==> config.mk <==
export PLATFORM = sky130hd
export DESIGN_NAME = seq_detect_param_flat
export DESIGN_NICKNAME = d
export VERILOG_FILES = /design/src/rtl/seqdet_pkg.sv /design/src/rtl/seq_detect_param_if.sv /design/src/rtl/sat_counter.sv /design/src/rtl/seq_detect_param.sv /design/src/flat_wrapper.sv
export SDC_FILE = /design/constraint.sdc
export NUM_CORES = 1
export LEC_CHECK = 0
export CAP_MARGIN = 20
export CORE_MARGIN = 1
export CORE_UTILIZATION = 25
export CTS_BUF_LIST = sky130_fd_sc_hd__clkbuf_16
export DETAILED_ROUTE_END_ITERATION = 16
export GPL_TIMING_DRIVEN = 0
export SETUP_SLACK_MARGIN = 0.1
export SKIP_LAST_GASP = 1
export SLEW_MARGIN = 5
export SYNTH_ARGS = -nofsm -noshare
export SYNTH_HDL_FRONTEND = slang
export SYNTH_SLANG_ARGS = --single-unit
==> constraint.sdc <==
create_clock -name clk -period 5.23 [get_ports clk]
set_input_delay 1.046 -clock clk [delete_from_list [all_inputs] [get_ports clk]]
set_output_delay 1.046 -clock clk [all_outputs]
set_load 0.03 [all_outputs]
==> src/rtl/seqdet_pkg.sv <==
// Shared definitions for the parametrised serial pattern detector.
//   state_t : FSM encoding (ST_IDLE / ST_RUN)
//   OVL_ON  : overlapping detection, matched bits may start the next match
//   OVL_OFF : non-overlapping detection, history is consumed by a match
package seqdet_pkg;

  typedef enum logic {
    ST_IDLE = 1'b0,
    ST_RUN  = 1'b1
  } state_t;

  localparam logic OVL_ON  = 1'b1;
  localparam logic OVL_OFF = 1'b0;

endpackage

==> src/rtl/seq_detect_param_if.sv <==
// Control / data / status bundle of seq_detect_param.
//   master : drives en, cfg_load, pattern_in, ovl_in, din_valid, din, clear_cnt;
//            observes match, match_q, match_cnt, fill
//   slave  : the detector side (directions mirrored)
interface seq_detect_param_if #(
  parameter int PAT_LEN = 4,
  parameter int CNT_W   = 8
);
  localparam int FW = $clog2(PAT_LEN + 1);

  logic               en;
  logic               cfg_load;
  logic [PAT_LEN-1:0] pattern_in;
  logic               ovl_in;
  logic               din_valid;
  logic               din;
  logic               clear_cnt;
  logic               match;
  logic               match_q;
  logic [CNT_W-1:0]   match_cnt;
  logic [FW-1:0]      fill;

  modport master (
    output en, cfg_load, pattern_in, ovl_in, din_valid, din, clear_cnt,
    input  match, match_q, match_cnt, fill
  );

  modport slave (
    input  en, cfg_load, pattern_in, ovl_in, din_valid, din, clear_cnt,
    output match, match_q, match_cnt, fill
  );
endinterface

==> src/rtl/sat_counter.sv <==
// Saturating up-counter.
//   clk   : clock, rising edge
//   reset : asynchronous, active-high, q -> 0
//   clr   : synchronous clear, wins over inc
//   inc   : count up by one, holding at all-ones
//   q     : count value
module sat_counter #(
  parameter int W = 8
) (
  input  logic         clk,
  input  logic         reset,
  input  logic         clr,
  input  logic         inc,
  output logic [W-1:0] q
);
  localparam logic [W-1:0] Q_MAX = '1;

  logic [W-1:0] q_reg;

  always_ff @(posedge clk or posedge reset) begin
    if (reset) begin
      q_reg <= '0;
    end else if (clr) begin
      q_reg <= '0;
    end else if (inc && (q_reg != Q_MAX)) begin
      q_reg <= q_reg + 1'b1;
    end
  end

  assign q = q_reg;
endmodule

==> src/rtl/seq_detect_param.sv <==
// Serial bit-pattern detector with runtime-loadable pattern and overlap mode.
//   clk   : clock, rising edge
//   reset : asynchronous, active-high
//   bus   : seq_detect_param_if slave
//     en         1 = RUN, 0 = IDLE
//     cfg_load   load pattern_in / ovl_in, clear history
//     din_valid  qualifies din
//     clear_cnt  synchronous clear of match_cnt
//     match      Mealy pulse, same cycle as the final pattern bit
//     match_q    match delayed by one cycle
//     match_cnt  saturating match count
//     fill       number of history bits held toward a match
module seq_detect_param
  import seqdet_pkg::*;
#(
  parameter int PAT_LEN = 4,
  parameter int CNT_W   = 8
) (
  input logic              clk,
  input logic              reset,
  seq_detect_param_if.slave bus
);
  localparam int FW = $clog2(PAT_LEN + 1);
  localparam logic [FW-1:0] FILL_MAX = FW'(PAT_LEN);
  localparam logic [FW-1:0] FILL_THR = FW'(PAT_LEN - 1);

  state_t             state_reg, state_next;
  logic [PAT_LEN-1:0] hist_reg;
  logic [PAT_LEN-1:0] pattern_reg;
  logic [FW-1:0]      fill_reg;
  logic               ovl_reg;
  logic               match_q_reg;

  logic               accept;
  logic               match_c;
  logic [PAT_LEN-1:0] hist_next;

  // History as it would look once the current bit is shifted in.
  assign hist_next = {hist_reg[PAT_LEN-2:0], bus.din};

  // FSM: state register
  always_ff @(posedge clk or posedge reset) begin
    if (reset) begin
      state_reg <= ST_IDLE;
    end else begin
      state_reg <= state_next;
    end
  end

  // FSM: next state; a load cycle keeps IDLE from starting.
  always_comb begin
    state_next = state_reg;
    case (state_reg)
      ST_IDLE: if (bus.en && !bus.cfg_load) state_next = ST_RUN;
      ST_RUN:  if (!bus.en)                 state_next = ST_IDLE;
      default: state_next = ST_IDLE;
    endcase
  end

  // FSM: outputs. A match needs PAT_LEN-1 bits already held plus the current one.
  always_comb begin
    accept  = 1'b0;
    match_c = 1'b0;
    case (state_reg)
      ST_RUN: begin
        accept  = bus.din_valid && !bus.cfg_load;
        match_c = accept && (fill_reg >= FILL_THR) && (hist_next == pattern_reg);
      end
      default: begin
        accept  = 1'b0;
        match_c = 1'b0;
      end
    endcase
  end

  // Datapath: history, fill level, configuration, registered match.
  always_ff @(posedge clk or posedge reset) begin
    if (reset) begin
      hist_reg    <= '0;
      fill_reg    <= '0;
      pattern_reg <= '0;
      ovl_reg     <= OVL_ON;
      match_q_reg <= 1'b0;
    end else begin
      match_q_reg <= match_c;
      if (bus.cfg_load) begin
        pattern_reg <= bus.pattern_in;
        ovl_reg     <= bus.ovl_in;
        hist_reg    <= '0;
        fill_reg    <= '0;
      end else if (accept) begin
        hist_reg <= hist_next;
        // Non-overlapping mode discards the matched bits by emptying fill;
        // the stale history is harmless because fill gates the compare.
        if (match_c && (ovl_reg == OVL_OFF)) begin
          fill_reg <= '0;
        end else if (fill_reg != FILL_MAX) begin
          fill_reg <= fill_reg + 1'b1;
        end
      end
    end
  end

  sat_counter #(
    .W(CNT_W)
  ) u_match_cnt (
    .clk  (clk),
    .reset(reset),
    .clr  (bus.clear_cnt),
    .inc  (match_c),
    .q    (bus.match_cnt)
  );

  assign bus.match   = match_c;
  assign bus.match_q = match_q_reg;
  assign bus.fill    = fill_reg;
endmodule

==> src/flat_wrapper.sv <==
// flat-port wrapper written by rule: the top's interface ports become plain ports
module seq_detect_param_flat import seqdet_pkg::*;
#(
  parameter int PAT_LEN = 4,
  parameter int CNT_W   = 8
)
  (clk, reset, bus_en, bus_cfg_load, bus_pattern_in, bus_ovl_in, bus_din_valid, bus_din, bus_clear_cnt, bus_match, bus_match_q, bus_match_cnt, bus_fill);
  seq_detect_param_if #(.PAT_LEN(PAT_LEN), .CNT_W(CNT_W)) bus_i ();
  input logic clk;
  input logic reset;
  input wire logic [$bits(bus_i.en)-1:0] bus_en;
  input wire logic [$bits(bus_i.cfg_load)-1:0] bus_cfg_load;
  input wire logic [$bits(bus_i.pattern_in)-1:0] bus_pattern_in;
  input wire logic [$bits(bus_i.ovl_in)-1:0] bus_ovl_in;
  input wire logic [$bits(bus_i.din_valid)-1:0] bus_din_valid;
  input wire logic [$bits(bus_i.din)-1:0] bus_din;
  input wire logic [$bits(bus_i.clear_cnt)-1:0] bus_clear_cnt;
  output wire logic [$bits(bus_i.match)-1:0] bus_match;
  output wire logic [$bits(bus_i.match_q)-1:0] bus_match_q;
  output wire logic [$bits(bus_i.match_cnt)-1:0] bus_match_cnt;
  output wire logic [$bits(bus_i.fill)-1:0] bus_fill;
  assign bus_i.en = bus_en;
  assign bus_i.cfg_load = bus_cfg_load;
  assign bus_i.pattern_in = bus_pattern_in;
  assign bus_i.ovl_in = bus_ovl_in;
  assign bus_i.din_valid = bus_din_valid;
  assign bus_i.din = bus_din;
  assign bus_i.clear_cnt = bus_clear_cnt;
  assign bus_match = bus_i.match;
  assign bus_match_q = bus_i.match_q;
  assign bus_match_cnt = bus_i.match_cnt;
  assign bus_fill = bus_i.fill;
  seq_detect_param #(.PAT_LEN(PAT_LEN), .CNT_W(CNT_W)) u_core (.clk(clk), .reset(reset), .bus(bus_i));
endmodule
==> results of run 1 <==
==> layout make-up <==
class,instances,area (sq um)
inverters,7,26.28
plain buffers,5,28.78
well taps,52,65.06
multi-input cells,82,540.5
flip-flops and latches,21,526.8
fillers,447,2826
clock buffers,3,75.07
repair buffers,23,230.2
clock inverters,1,5.005
==> cell families (layout without fill, tap and decap cells) <==
family                   after synthesis  in the layout  synth area share, %
multiplexers                           7              7                7.024
AND/OR/NAND/NOR                       43             43                20.18
AO/OA/AOI/OAI                         24             24                13.38
adder cells (fa/ha/maj)                4              4                4.459
buffers and inverters                 12             39                4.905
XOR/XNOR                               4              4                3.121
flip-flops                            21             21                46.93
==> through the flow <==
stage	hold WS [ns]	util, %
global placement	0.5123	32.78
finish	0.5319	34.64
detailed placement	0.5260	32.78
floorplan	0.5022	-
CTS	0.5392	34.64
global route	0.5553	34.64
==> power by group <==
group          total [W]  internal [W]  switching, W
combinational  0.0000386     0.0000189     0.0000197
sequential      0.000174      0.000169    0.00000516
clock           0.000162      0.000103     0.0000594
total           0.000375      0.000291     0.0000842
==> worst max-delay path by stage <==
stage	from	endpoint	slack, ns	cells after the start
finish	bus_din_valid	bus_match	1.28	5
global route	bus_din_valid	bus_match	1.21	5
CTS	bus_din_valid	bus_match	1.29	5
detailed placement	bus_din_valid	bus_match	1.29	5
global placement	bus_din_valid	bus_match	1.32	5
floorplan	bus_din_valid	bus_match	2.44	3
==> cells in the final DEF, fill, tap and decap left out, drive strengths merged, types with 3 or more instances in the layout <==
master and n:
nor3 3, nand3 6, mux2 7, o21ai 4, dfrtp 20, xnor2 4
clkdlybuf4s50 23, nand2 13, ha 4, or4 3, inv 7, nor2 3
nor2b 3, a21oi 10, o31ai 3, clkbuf 6
==> critical path, cell delays in order <==
cell             delay, ns
clkdlybuf4s50_1       0.47
nand2_1               0.20
nor3_1                0.29
and2_1                0.21
clkdlybuf4s50_1       0.68
==> metal layers <==
metal	vias up	routed length, um	GRT usage [%]
met2	19	1228	17.91
met5	-	0	0
li1	468	-	-
met4	0	14	4.989
met3	2	107	2.778
met1	474	1026	11.50
==> results.cfg, run 1 <==
[synth]
ys_warn_count = 0
ys_seq_area_share_pct = 46.93
syn-instance-count = 115
yosys_most_used_dff = dfrtp_1
async_flop_share_pct = 100.0
ys_seq_elements = 21
synth.most_common_cell = dfrtp_1
yosysTopAreaCell = dfrtp_1
netlist_area_sq_um = 1122
synth_edf_count = 0
synth_top_area_share_pct = 44.59
synth_common_cells = dfrtp_1 (20), nand2_1 (13), a21oi_1 (10), inv_1 (7), mux2_2 (7)
synth_cell_types = 33
synth_area_leaders = dfrtp_1 (45%), mux2_2 (7.0%), a21oi_1 (4.5%)
avgSynthCellArea_sq_um = 9.759
synth_nets = 131

[global_route]
grt_pass1_vias = 926
grt_usage_pct = 10.28
grt_pass1_wl_mm = 3.960
gr-total-overflow = 0
antenna_found_initial = 0
grt_start_max_net_pins = 22

[detailed_routing]
num_vias = 963
drt.antenna.violating_nets = 0
first_iter_violations = 23
drc = 0
wl_mm = 2.377
via_per_inst = 4.964
wl_per_cell_um = 12.25
dr.pass1.iters = 4

[power_and_ir_drop]
report.power.total_w = 0.0003747
irDropWorstVdd_v = 0.0002080
powerDensity_nw_per_um2 = 250.2
p_leak_nw = 0.5825

[finish]
largest_reg_flops = 8
antenna_cells = 0
syn_to_final_growth_pct = 33.45
stdcell_area_sq_um = 1498
fin_nets = 159
stdcell_count = 194
drive_gt1_share_pct = 11.27

[worst_setup_path]
regToRegSetupSlack_ns = 2.94
crit_arrival_ns = 2.90
r2r-start = u_core.u_match_cnt.q[0]
setup.worst_path.end_class = primary output
worst-r2r-cell-count = 6
rr_endpoint = u_core.u_match_cnt.q[5]
worst-path-max-fanout = 9
startpoint_type = primary input
cp.required_ns = 4.18
crit_type = in2out

[timing]
skew_ns = 0.001312
worst_slew_pin_slew_ns = 0.8042
slew_headroom_pct = 46.33
finalSetupViolations = 0
fin_crit_ns = 3.946
drv_slew = 0
max_freq_mhz = 253.4
final_hold_viol_count = 0
tns_ns = 0
fin_ws_ns = 1.284
rsz0062_at_grt = false
final.period_utilization_pct = 75.46

[clock_network]
cts_setup_buffers = 0
clock_latency_ns = 0.25
numCtsBuffers = 3
cts_tree = yes
root_buffer = clkbuf_16
clkSlewWorstSetupHoldPaths_ns = 0.06
clk_path_buf_depth = 2
htree_levels = 1
hold_buffers = 0
clock-sinks = 21
post_cts_resize_count = 0

[floorplanning]
die_area_sq_um = 4761
placementRows = 24
io_pins = 25
start_util_pct = 25.95
die_w_um = 69
die_height_um = 69
core-area_sq_um = 4324

[placed_design]
dpl_worst_slack_ns = 1.290
place_area_sq_um = 1418
portBuffers = 23
gp_congestion = 0.7835
hpwl_mm = 1.800
dpl.cell_count = 190

[worst_hold_path]
hold_path.class = reg2reg
hold_end = u_core.pattern_reg[2]
min_path_cells = 1
min_from = u_core.pattern_reg[2]

[job]
maxCapViolCount = 0

[status]
status = finished, final reports clean
Note: power is estimated with default switching activity, not from simulation.
==> run 2: changes to the inputs <==
- clock period: 5.23 -> 4.1 ns (I/O delays scaled with it)
==> results of run 2 <==
Same layout as run 1 (identical final DEF). Status: finished, final reports clean.
Among the figures that moved: setup slack after placement 1.290 ns -> 0.6118 ns; setup slack after layout 1.284 ns -> 0.6056 ns; register-to-register setup slack 2.94 ns -> 1.81 ns; total power 0.0003747 W -> 0.0004780 W; worst IR drop on VDD 0.0002080 V -> 0.0002653 V
==> run 3: changes to the inputs <==
- clock period: 4.1 -> 4.2 ns (I/O delays scaled with it)
==> results of run 3 <==
Same layout as run 1 (identical final DEF). Status: finished, final reports clean.
Among the figures that moved: setup slack after placement 1.290 ns -> 0.6718 ns; setup slack after layout 1.284 ns -> 0.6656 ns; register-to-register setup slack 2.94 ns -> 1.91 ns; total power 0.0003747 W -> 0.0004666 W; worst IR drop on VDD 0.0002080 V -> 0.0002590 V
